File: src/rtl/mux_nway_pkg.sv
// ============================================================================
// Module      : mux_nway_pkg
// Description : Shared constants and helpers for the N-way pipelined mux.
// Revision    : 1.0 - initial release
// ============================================================================
`default_nettype none

package mux_nway_pkg;

    localparam logic MODE_FIXED    = 1'b0;
    localparam logic MODE_RR       = 1'b1;

    localparam int   DEFAULT_WIDTH = 16;
    localparam int   DEFAULT_NCH   = 4;

    // $clog2 floored at 1 so a 2-channel (or degenerate) build still has a select bit
    function automatic int clog2_min1(input int n);
        return (n <= 2) ? 1 : $clog2(n);
    endfunction

endpackage

`default_nettype wire

File: src/rtl/mux_nway_pipe_rr_arbiter.sv
// ============================================================================
// Module      : rr_arbiter
// Description : Round-robin grant over a valid vector; pointer moves past the
//               granted channel only when the owner signals a transfer.
// Revision    : 1.0 - initial release
// ============================================================================
`default_nettype none

module rr_arbiter
    import mux_nway_pkg::*;
#(
    parameter int NCH   = DEFAULT_NCH,
    parameter int SEL_W = clog2_min1(NCH)
)(
    input  logic             clk,
    input  logic             rst_n,
    input  logic [NCH-1:0]   valid,
    input  logic             advance,
    output logic [SEL_W-1:0] grant_idx,
    output logic             grant_valid
);

    localparam logic [SEL_W:0]   c_nch  = (SEL_W+1)'(NCH);
    localparam logic [SEL_W-1:0] c_last = SEL_W'(NCH-1);
    localparam logic [SEL_W-1:0] c_one  = SEL_W'(1);

    logic [SEL_W-1:0] r_ptr;
    logic [2*NCH-1:0] w_dbl;
    logic [NCH-1:0]   w_rot;
    logic [SEL_W-1:0] w_off;
    logic [SEL_W:0]   w_sum;

    // Rotating a doubled vector puts the pointer's channel at bit 0
    assign w_dbl = {valid, valid};
    assign w_rot = NCH'(w_dbl >> r_ptr);

    always_comb begin
        w_off       = '0;
        grant_valid = 1'b0;
        for (int k = NCH - 1; k >= 0; k--) begin
            if (w_rot[k]) begin
                w_off       = SEL_W'(k);
                grant_valid = 1'b1;
            end
        end
        w_sum = {1'b0, r_ptr} + {1'b0, w_off};
        if (w_sum >= c_nch) begin
            w_sum = w_sum - c_nch;
        end
        grant_idx = w_sum[SEL_W-1:0];
    end

    always_ff @(posedge clk or negedge rst_n) begin
        if (!rst_n) begin
            r_ptr <= '0;
        end else if (advance) begin
            r_ptr <= (grant_idx == c_last) ? '0 : grant_idx + c_one;
        end
    end

endmodule

`default_nettype wire

File: src/rtl/mux_nway_pipe.sv
// ============================================================================
// Module      : mux_nway_pipe
// Description : NCH-channel valid/ready mux with registered output; fixed or
//               round-robin selection. Optional skid: MUX_NWAY_SKID_EN.
// Revision    : 1.0 - initial release
// ============================================================================
`default_nettype none

module mux_nway_pipe
    import mux_nway_pkg::*;
#(
    parameter  int WIDTH = DEFAULT_WIDTH,
    parameter  int NCH   = DEFAULT_NCH,
    localparam int SEL_W = clog2_min1(NCH)
)(
    input  logic               clk,
    input  logic               rst_n,
    input  logic [NCH*WIDTH-1:0] in_data,
    input  logic [NCH-1:0]     in_valid,
    output logic [NCH-1:0]     in_ready,
    input  logic               mode,
    input  logic [SEL_W-1:0]   sel,
    output logic [WIDTH-1:0]   out_data,
    output logic [SEL_W-1:0]   out_ch,
    output logic               out_valid,
    input  logic               out_ready
);

    localparam logic [SEL_W:0] c_nch = (SEL_W+1)'(NCH);

    logic [WIDTH-1:0] w_ch_data [NCH];
    logic [WIDTH-1:0] w_gdata;
    logic [SEL_W-1:0] w_grant;
    logic [SEL_W-1:0] w_arb_idx;
    logic             w_arb_gv;
    logic             w_sel_ok;
    logic             w_grant_ok;
    logic             w_can_accept;
    logic             w_xfer;
    logic             w_adv;

    logic [WIDTH-1:0] r_out_data;
    logic [SEL_W-1:0] r_out_ch;
    logic             r_out_valid;

    generate
        for (genvar i = 0; i < NCH; i++) begin : g_unpack
            assign w_ch_data[i] = in_data[i*WIDTH +: WIDTH];
        end
    endgenerate

    rr_arbiter #(
        .NCH   (NCH),
        .SEL_W (SEL_W)
    ) u_arb (
        .clk         (clk),
        .rst_n       (rst_n),
        .valid       (in_valid),
        .advance     (w_adv),
        .grant_idx   (w_arb_idx),
        .grant_valid (w_arb_gv)
    );

    // Out-of-range select (non-power-of-two NCH) grants nobody
    assign w_sel_ok = ({1'b0, sel} < c_nch);

    always_comb begin
        if (mode == MODE_RR) begin
            w_grant    = w_arb_idx;
            w_grant_ok = w_arb_gv;
        end else begin
            w_grant    = sel;
            w_grant_ok = w_sel_ok;
        end
    end

    generate
        for (genvar i = 0; i < NCH; i++) begin : g_ready
            assign in_ready[i] = w_grant_ok && w_can_accept && (w_grant == SEL_W'(i));
        end
    endgenerate

    assign w_xfer = |(in_valid & in_ready);
    assign w_adv  = w_xfer && (mode == MODE_RR);

    always_comb begin
        w_gdata = '0;
        for (int i = 0; i < NCH; i++) begin
            if (w_grant == SEL_W'(i)) begin
                w_gdata = w_ch_data[i];
            end
        end
    end

`ifdef MUX_NWAY_SKID_EN
    logic             r_skid_valid;
    logic [WIDTH-1:0] r_skid_data;
    logic [SEL_W-1:0] r_skid_ch;
    logic             w_out_free;

    // Ready depends only on skid occupancy, cutting the out_ready -> in_ready path
    assign w_can_accept = !r_skid_valid;
    assign w_out_free   = !r_out_valid || out_ready;

    always_ff @(posedge clk or negedge rst_n) begin
        if (!rst_n) begin
            r_out_valid  <= 1'b0;
            r_out_data   <= '0;
            r_out_ch     <= '0;
            r_skid_valid <= 1'b0;
            r_skid_data  <= '0;
            r_skid_ch    <= '0;
        end else if (r_skid_valid) begin
            if (w_out_free) begin
                r_out_data   <= r_skid_data;
                r_out_ch     <= r_skid_ch;
                r_out_valid  <= 1'b1;
                r_skid_valid <= 1'b0;
            end
        end else if (w_xfer) begin
            if (w_out_free) begin
                r_out_data  <= w_gdata;
                r_out_ch    <= w_grant;
                r_out_valid <= 1'b1;
            end else begin
                r_skid_data  <= w_gdata;
                r_skid_ch    <= w_grant;
                r_skid_valid <= 1'b1;
            end
        end else if (out_ready) begin
            r_out_valid <= 1'b0;
        end
    end
`else
    assign w_can_accept = !r_out_valid || out_ready;

    always_ff @(posedge clk or negedge rst_n) begin
        if (!rst_n) begin
            r_out_valid <= 1'b0;
            r_out_data  <= '0;
            r_out_ch    <= '0;
        end else if (w_xfer) begin
            r_out_data  <= w_gdata;
            r_out_ch    <= w_grant;
            r_out_valid <= 1'b1;
        end else if (out_ready) begin
            r_out_valid <= 1'b0;
        end
    end
`endif

    assign out_data  = r_out_data;
    assign out_ch    = r_out_ch;
    assign out_valid = r_out_valid;

endmodule

`default_nettype wire

File: config.mk
export PLATFORM = sky130hd
export DESIGN_NAME = mux_nway_pipe
export DESIGN_NICKNAME = d
export VERILOG_FILES = /design/src/rtl/mux_nway_pkg.sv /design/src/rtl/mux_nway_pipe_rr_arbiter.sv /design/src/rtl/mux_nway_pipe.sv
export SDC_FILE = /design/constraint.sdc
export NUM_CORES = 1
export LEC_CHECK = 0
export ABC_AREA = 1
export CORE_UTILIZATION = 40
export DETAILED_ROUTE_END_ITERATION = 16
export PLACE_DENSITY_LB_ADDON = 0.08
export SETUP_SLACK_MARGIN = 0.3
export SLEW_MARGIN = 20
export SYNTH_ARGS = -nofsm -noshare
export SYNTH_HDL_FRONTEND = slang
export SYNTH_SLANG_ARGS = --single-unit
File: constraint.sdc
create_clock -name clk -period 4 [get_ports clk]
set_clock_uncertainty 0.15 [all_clocks]
set_input_delay 0.6 -clock clk [delete_from_list [all_inputs] [get_ports clk]]
set_output_delay 0.6 -clock clk [all_outputs]
set_load 0.02 [all_outputs]
Word level (Yosys, flattened, before mapping)

Cells that the tools add are included.

Register bits: 21

Add/subtract/negate cells: 3
Order comparisons: 1
Equality and inequality tests: 4
Shifts and indexed selects: 1
Muxes and demuxes: 18
Bitwise logic cells: 1
Reduce and logical (&&, ||, !) cells: 11

Operators with widths:

| kind                                                                   | count |
|---|---|
| 16-bit two-way mux                                                     | 4 |
| 2-bit two-way mux                                                      | 7 |
| 8-bit by 2-bit right shift with 4-bit output                           | 1 |
| 1-bit two-way mux                                                      | 7 |
| 2-bit equality test (second input constant)                            | 3 |
| 1-bit logical AND                                                      | 6 |
| 4-bit bitwise AND                                                      | 1 |
| 4-bit OR reduction                                                     | 1 |
| 2-bit by 2-bit adder with 3-bit output                                 | 1 |
| 3-bit greater-or-equal comparator (second input constant)              | 1 |
| 2-bit by 1-bit adder with 2-bit output (second input constant)         | 1 |
| 2-bit by 1-bit equality test with 1-bit output (second input constant) | 1 |
| 2-bit logical NOT                                                      | 1 |
| 2-bit nonzero test                                                     | 1 |
| 2-bit by 1-bit subtractor with 2-bit output (second input constant)    | 1 |
| 1-bit logical NOT                                                      | 1 |
| 1-bit logical OR                                                       | 1 |

Longest topological paths before layout

Gate-level depths: netlist of run 1.

Depth after elaboration: 14
Gate-level depth with buffers: 19

Modules after synthesis

Synthesis of run 1 repeated with hierarchy kept, for this count alone.

Cell total of the unflattened synthesis: 255
Area, all modules: 1799.2 um^2

Modules (own cells, without submodules):

| module        | instances | cells an instance | area each (um^2) | seq. area each (um^2) |
|---|---|---|---|---|
| mux_nway_pipe | 1         | 207               | 1520.2           | 475.5 |
| rr_arbiter    | 1         | 48                | 279.0            | 50.0 |

Least setup slack after synthesis of run 1

OpenSTA, ideal clock, no wires.

Path type: input port to output port
Start: input in_valid[1]
End: output in_ready[0]
Arrival: 2301 ps
Setup slack: 949 ps
Cell stages on the path: 11
Buffers on the path: 0
Cell sequence: nand2_1 > nand3_1 > nand2_1 > nand3_1 > a21boi_0 > ha_1 > inv_1 > nand2_1 > o21ai_4 > inv_1 > nor3_1

Cells in the longest elaborated chain, start to end: 11

Ends and longest elaborated chain:

| what                                                                                             | line                                                           | source |
|---|---|---|
| from (decl)                                                                                      | mux_nway_pipe.sv:19                                            | `input logic [NCH-1:0] in_valid,` |
| 8-bit by 2-bit right shift with 4-bit output (*)                                                 | mux_nway_pipe_rr_arbiter.sv:35                                 | `assign w_rot = NCH'(w_dbl >> r_ptr);` |
| 2-bit two-way mux (4 in a row)                                                                   | mux_nway_pipe_rr_arbiter.sv:41                                 | `if (w_rot[k]) begin` |
| 2-bit by 2-bit adder with 3-bit output                                                           | mux_nway_pipe_rr_arbiter.sv:46                                 | `w_sum = {1'b0, r_ptr} + {1'b0, w_off};` |
| 3-bit greater-or-equal comparator or 2-bit by 1-bit subtractor with 2-bit output (tied branches) | mux_nway_pipe_rr_arbiter.sv:47, mux_nway_pipe_rr_arbiter.sv:48 |  |
| 2-bit two-way mux                                                                                | mux_nway_pipe_rr_arbiter.sv:47                                 | `if (w_sum >= c_nch) begin` |
| 2-bit two-way mux                                                                                | mux_nway_pipe.sv:68                                            | `if (mode == MODE_RR) begin` |
| 2-bit logical NOT                                                                                | mux_nway_pipe.sv:79                                            | `assign in_ready[i] = w_grant_ok && w_can_accept && (w_grant == SEL_W'(i));` |
| 1-bit logical AND (*)                                                                            | mux_nway_pipe.sv:79                                            |  |
| to (decl)                                                                                        | mux_nway_pipe.sv:20                                            | `output logic [NCH-1:0] in_ready,` |

Mark *: on every way between the ends. The rest lies on a longest branch, timed or not.

Final worst setup path of run 1

Start: input in_valid[2]
End: output in_ready[0]

Same word-level chain as after synthesis.

==> results.txt, run 1 <==
status = complete, no violations
Post-Syn Area = 0.00158 mm²
hold buffer count at cts = 0
Worst Tran Pin Value = 930 ps
PwrDens = 748 mW/mm²
1st-iter DRT viols = 96
post-synthesis cell type count = 28
CTS tree = built
R2R Setup Slk = 1080 ps
Peak VDD IR = 0.000325 V
Final period util = 0.865
Worst-Skew Late Latency = 250 ps
core area = 0.00372 mm²
CTS sink count = 21
FFs w/ async S/R, synth = 1.00
Final Cell Area = 0.00260 mm²
gr usage total = 0.249
register area share after synthesis = 0.333
worst stage delay on the critical path = 550 ps
Hold Crit Class = register to register
register bit total from synthesis = 21
cts bufs inserted = 3
kind of critical path = input pin to output pin
Routed WL = 5020 µm
cells along the critical path = clkdlybuf4s50_1 > nand2_1 > nand3_1 > nand3_1 > a21boi_1 > ha_2 > inv_1 > nand2_1 > o21ai_4 > inv_1 > nor3_1 > clkbuf_2
Primary FF master, synth = dfrtp_1
Critical Path Fanout Max = 6
DR vias/cell = 4.91
dpl cell area = 0.00257 mm²
clock root buffer = clkbuf_8
# Max-Cap Violations = 0
H-tree level count = 1
Max clock buf depth = 2
CP Launch Type = input pin
number of routed nets with antenna violations = 0
ANT cells = 0
top post-synthesis cells by area = dfrtp_1 (33%), nand2_1 (33%), nand4_1 (8.7%), nand3_1 (3.8%), nor2_4 (2.9%)
Starting Density = 0.425
leakage = 1.23 nW
Die H = 64.9 µm
Overflow after GRT = 0
IO Pins = 97
area of the multi-input gates = 942 µm²
worst hold slack = 324 ps
Area growth, synth to finish = 64.4%
area leader, netlist = dfrtp_1
final hold violation count = 0
number of flops mapped to enable cells by yosys = 0
unrepaired setup endpoints after global routing = false
Inst Count DP = 384
antenna violations before repair = 0
CP max stage cell = clkdlybuf4s50_1
Reg2Reg Depth = 16
Worst Hold Endpoint = out_ch[1]$_DFFE_PN0P_
layout cells sized above 1 = 0.0853
Required @ worst endpoint = 3250 ps
first drt pass iteration count = 6
r2r endpoint = out_valid$_DFFE_PN0P_
hold path startpoint = out_ch[1]$_DFFE_PN0P_
R2R Path Start = u_arb.r_ptr[0]$_DFFE_PN0P_
WL per Instance = 12.9 µm
Cells on Worst Hold Path = 2
row count = 22
# Post-CTS Setup Buffers = 0
max-slew violations = 0
syn avg cell area = 6.45 µm²
Cells after Synth = 245
via count = 1907
post-synth top area share = 0.333
DP HPWL = 3860 µm
setup tns final = 0 ps
Final #Nets = 416
Clk pin slew, worst setup/hold paths = 70 ps
pin count of the biggest net entering global routing = 22
Synth warnings = 0
first-pass GRT wire length = 8050 µm
DRC viols = 0
most frequent cells in the layout = nand2_1 (140), clkdlybuf4s50_1 (92), nand4_1 (22)
Slew headroom = 0.378
vias in the first global route = 1874
FILL cells = 335
CP arrival = 2710 ps
Buffers on Ports = 96
Setup violations, final = 0
Critical Path End Type = output pin
Final Wtd Congestion = 0.884
Fmax = 0.289 GHz
fin cells = 388
total die area = 0.00421 mm²
Post-Syn Nets = 320
register area = 526 µm²
total power draw = 1.94 mW
Die X = 64.9 µm
post-route minimum period = 3460 ps
commonest non-fill, non-tap cell in the layout = nand2_1
==> per-stage QoR <==
| step | utilization | setup WS (ps) |
|---|---|---|
| after floorplan | - | 949 |
| after global placement | 0.692 | 151 |
| after detailed placement | 0.692 | 95.7 |
| after CTS | 0.702 | 375 |
| after global routing | 0.699 | 333 |
| final | 0.699 | 539 |
==> sequential cells by signal, summed over array words and instances, names as in the netlist <==
register and cells:
out_ch 2, out_data 16, out_valid 1, u_arb.r_ptr 2
==> area by class of cell <==
| type | instances | share of cell area |
|---|---|---|
| tap | 48 | 0.0231 |
| clock buffer | 4 | 0.0173 |
| inverter | 14 | 0.0207 |
| multi-input combinational | 201 | 0.363 |
| timing repair buffer | 100 | 0.374 |
| sequential | 21 | 0.202 |
==> logic make-up (layout without fill, tap and decap cells) <==
kind of cell / Yosys count / count (layout) / share of synthesized area
XOR/XNOR: 2 / 2 / 0.0111
adder cells (fa/ha/maj): 1 / 1 / 0.00792
AO/OA/AOI/OAI: 6 / 6 / 0.0317
buffers and inverters: 23 / 118 / 0.0728
flip-flops: 21 / 21 / 0.333
AND/OR/NAND/NOR: 192 / 192 / 0.544
==> worst max-delay path: cells and delay by family <==
family / cells / cell delay, ps
AO/OA/AOI/OAI: 2 / 250
adder cells (fa/ha/maj): 1 / 290
buffers and inverters: 4 / 960
AND/OR/NAND/NOR: 5 / 590
==> timing repair <==
action	CTS	global route
gates resized for setup	4	13
gates cloned	0	0
setup endpoints to repair	4	4
==> cells in the mapped netlist, types with 2 or more instances <==
cell and instances:
nor2_4 4, nand3_1 12, buf_2 3, nand2_1 140, nand4_1 22, inv_2 3
buf_4 4, nor3_1 2, nand2_4 3, nor2_1 5, dfrtp_1 21, inv_1 10
==> power breakdown <==
part           internal [mW]  switching [mW]  total [mW]
Sequential             0.325          0.0734       0.398
Clock                 0.0708          0.0649       0.136
Combinational          0.555           0.853        1.41
Total                  0.951           0.991        1.94
==> worst max-delay path by stage <==
stage	to	slack [ps]	cells past startpoint	from
floorplan	in_ready[0]	950	11	in_valid[1]
detailed placement	in_ready[0]	100	12	in_valid[2]
global route	in_ready[0]	330	14	in_valid[2]
global placement	in_ready[1]	150	15	in_valid[3]
finish	in_ready[0]	540	12	in_valid[2]
CTS	in_ready[1]	380	14	in_valid[2]
==> metal layers <==
layer	up-vias	global-route usage	share of wire
met5	-	0	0
met2	79	0.458	0.54
met1	848	0.277	0.39
li1	974	-	-
met4	0	0.0778	0.010
met3	6	0.0616	0.054
Note: power is estimated with default switching activity, not from simulation.
==> inputs of run 2 (changes only) <==
--- a/config.mk
+++ b/config.mk
@@ -6,7 +6,7 @@
 export NUM_CORES = 1
 export LEC_CHECK = 0
 export ABC_AREA = 1
-export CORE_UTILIZATION = 40
+export CORE_UTILIZATION = 25
 export DETAILED_ROUTE_END_ITERATION = 16
 export PLACE_DENSITY_LB_ADDON = 0.08
 export SETUP_SLACK_MARGIN = 0.3
==> run 2 against run 1 <==
Compared with the run above:
- global-route usage is 9.7 points lower
- cell count is 7.0% higher
- combinational power hardly changed
- sequential power is 1% lower
- sequential share of layout area is 0.30 points lower
- core utilization is 26 points lower
- wire length is 2.9% higher
- hold slack worse by 180 ps
- register-to-register slack better by 60 ps
- maximum frequency is 0.16% lower
- count of clock-buffer cells in the layout stayed put
- largest cell class unchanged
==> results.txt, run 2 (synthesis gave the netlist of run 1 again) <==
leakage = 1.23 nW (+0.41%)
Final period util = 0.867 (+0.00135)
dpl cell area = 0.00260 mm² (+1.3%)
sequential power share = 0.203 (-0.002)
IO Pins = 97 (unchanged)
Die X = 81.5 µm (+26%)
pre-CTS setup slack = 128 ps (+32.0 ps)
most frequent cells in the layout = nand2_1 (140), clkdlybuf4s50_1 (91), nand4_1 (22)
first drt pass iteration count = 4 (-2)
WL per Instance = 12.4 µm (-3.8%)
FILL cells = 639 (+91%)
max FFs per register = 16 (unchanged)
# Max-Cap Violations = 0 (unchanged)
kind of critical path = input pin to output pin
met3 GRT Util = 0.0300 (-0.0316)
global route hottest layer = met2
via count = 1854 (-2.8%)
R2R Setup Slk = 1140 ps (+60 ps)
core area = 0.00603 mm² (+62%)
Pint = 0.957 mW (+0.59%)
Sw Share = 0.508 (-0.00250)
number of routed nets with antenna violations = 0 (unchanged)
post-route minimum period = 3470 ps (+5.41 ps)
final hold violation count = 0 (unchanged)
status = complete, no violations
PnR worst setup slack = 534 ps (-5.41 ps)
setup tns final = 0 ps (unchanged)
H-tree level count = 1 (unchanged)
Critical Path Fanout Max = 4 (-2)
Area growth, synth to finish = 66.8%
CP Launch Type = input pin
antenna violations before repair = 0 (unchanged)
clock root buffer = clkbuf_8
r2r endpoint = out_data[4]$_DFFE_PN0P_
Slew headroom = 0.673 (+0.295)
Clock power frac = 0.070 (about the same)
gr usage total = 0.152 (-0.0973)
Max clock buf depth = 2 (unchanged)
unrepaired setup endpoints after global routing = false
DRC viols = 0 (unchanged)
R2R Path Start = u_arb.r_ptr[0]$_DFFE_PN0P_
PwrDens = 737 mW/mm² (-1.4%)
Worst-Skew Late Latency = 250 ps (about the same)
max-slew violations = 0 (unchanged)
worst setup path end = in_ready[2]
Worst Tran Pin Value = 490 ps (-440 ps)
CP arrival = 2720 ps (about the same)
Reg2Reg Depth = 17 (+1)
M2 GR Usage = 0.257 (-0.202)
row count = 28 (+27%)
commonest non-fill, non-tap cell in the layout = nand2_1
combinational power share = 0.727 (+0.002)
cts bufs inserted = 3 (unchanged)
Die H = 81.5 µm (+26%)
Setup violations, final = 0 (unchanged)
hold buffer count at cts = 0 (unchanged)
Overflow after GRT = 0 (unchanged)
total die area = 0.00664 mm² (+58%)
Setup crit start = in_valid[2]
DR vias/cell = 4.47 (-9.1%)
Sw Pwr = 0.987 mW (-0.41%)
Final Wtd Congestion = 0.834 (-5.6%)
Required @ worst endpoint = 3250 ps (about the same)
layout cells sized above 1 = 0.0853 (unchanged)
CTS tree = built
DP HPWL = 3920 µm (+1.5%)
ANT cells = 0 (unchanged)
# Post-CTS Setup Buffers = 0 (unchanged)
routing usage on met1 = 0.194 (-0.0823)
Final #Nets = 416 (unchanged)
total power draw = 1.94 mW (about the same)
Final Cell Area = 0.00264 mm² (+1.5%)
Critical Path End Type = output pin
Hold Crit Class = input pin to async pin
first-pass GRT wire length = 7640 µm (-5.1%)
final core occ = 0.438 (-0.261)
Peak VDD IR = 0.000474 V (+46%)
CTS sink count = 21 (unchanged)
Buffers on Ports = 96 (unchanged)
Starting Density = 0.262 (-0.163)
Fmax = 0.288 GHz (-0.16%)
Routed WL = 5170 µm (+2.9%)
vias in the first global route = 1606 (-14%)
1st-iter DRT viols = 64 (-33%)
pin count of the biggest net entering global routing = 22 (unchanged)
Clk pin slew, worst setup/hold paths = 70 ps (about the same)
-- run 2: power by group through the flow --
stage / combinational (mW) / sequential, mW / clock [mW]
final: 1.41 / 0.394 / 0.137
after global routing: 1.58 / 0.408 / 0.154
after CTS: 1.45 / 0.392 / 0.145
after detailed placement: 1.46 / 0.395 / 0
after global placement: 1.46 / 0.395 / 0
after floorplan: 0.841 / 0.499 / 0
-- run 2: metrics by stage --
stage               hold slack [ps]  instances
floorplan                       154        245
CTS                             331        415
finish                          140        415
global placement                306        411
global route                    175        415
detailed placement              312        411
-- run 2: critical path: stages --
cell and delay (ps):
clkdlybuf4s50_1 480, nand2_1 120, nand3_1 70, nand2_1 90
nand3_1 60, a21boi_0 160, ha_1 210, xnor2_2 130
nand3_1 140, nand3_2 130, nand4_1 130, inv_1 100
clkdlybuf4s15_1 300
-- run 2: layer usage --
layer  up-vias  share of wire
met5         -              0
met4         0         0.0077
met2        68           0.45
met1       813           0.45
met3         2          0.090
li1        971              -
-- run 2: what timing repair did --
item	in CTS	in global routing
endpoints found under the setup margin	4	4
cloned	0	0
gates resized for setup	4	10
-- run 2: layout make-up --
class,instances,area (µm²),area share
well taps,75,93.8,0.0356
repair buffers,100,971,0.368
multi-input cells,201,947,0.359
inverters,14,53.8,0.0204
clock buffers,4,45.0,0.0171
flip-flops and latches,21,526,0.199
-- run 2: how the worst min path moves through the flow --
stage / cells after the start / slack (ps) / end
final: 1 / 140 / out_data[13]$_DFFE_PN0P_
after global routing: 1 / 170 / out_data[13]$_DFFE_PN0P_
after detailed placement: 2 / 310 / out_ch[1]$_DFFE_PN0P_
after global placement: 2 / 310 / out_ch[1]$_DFFE_PN0P_
after CTS: 2 / 330 / out_ch[1]$_DFFE_PN0P_
after floorplan: 0 / 150 / out_ch[0]$_DFFE_PN0P_
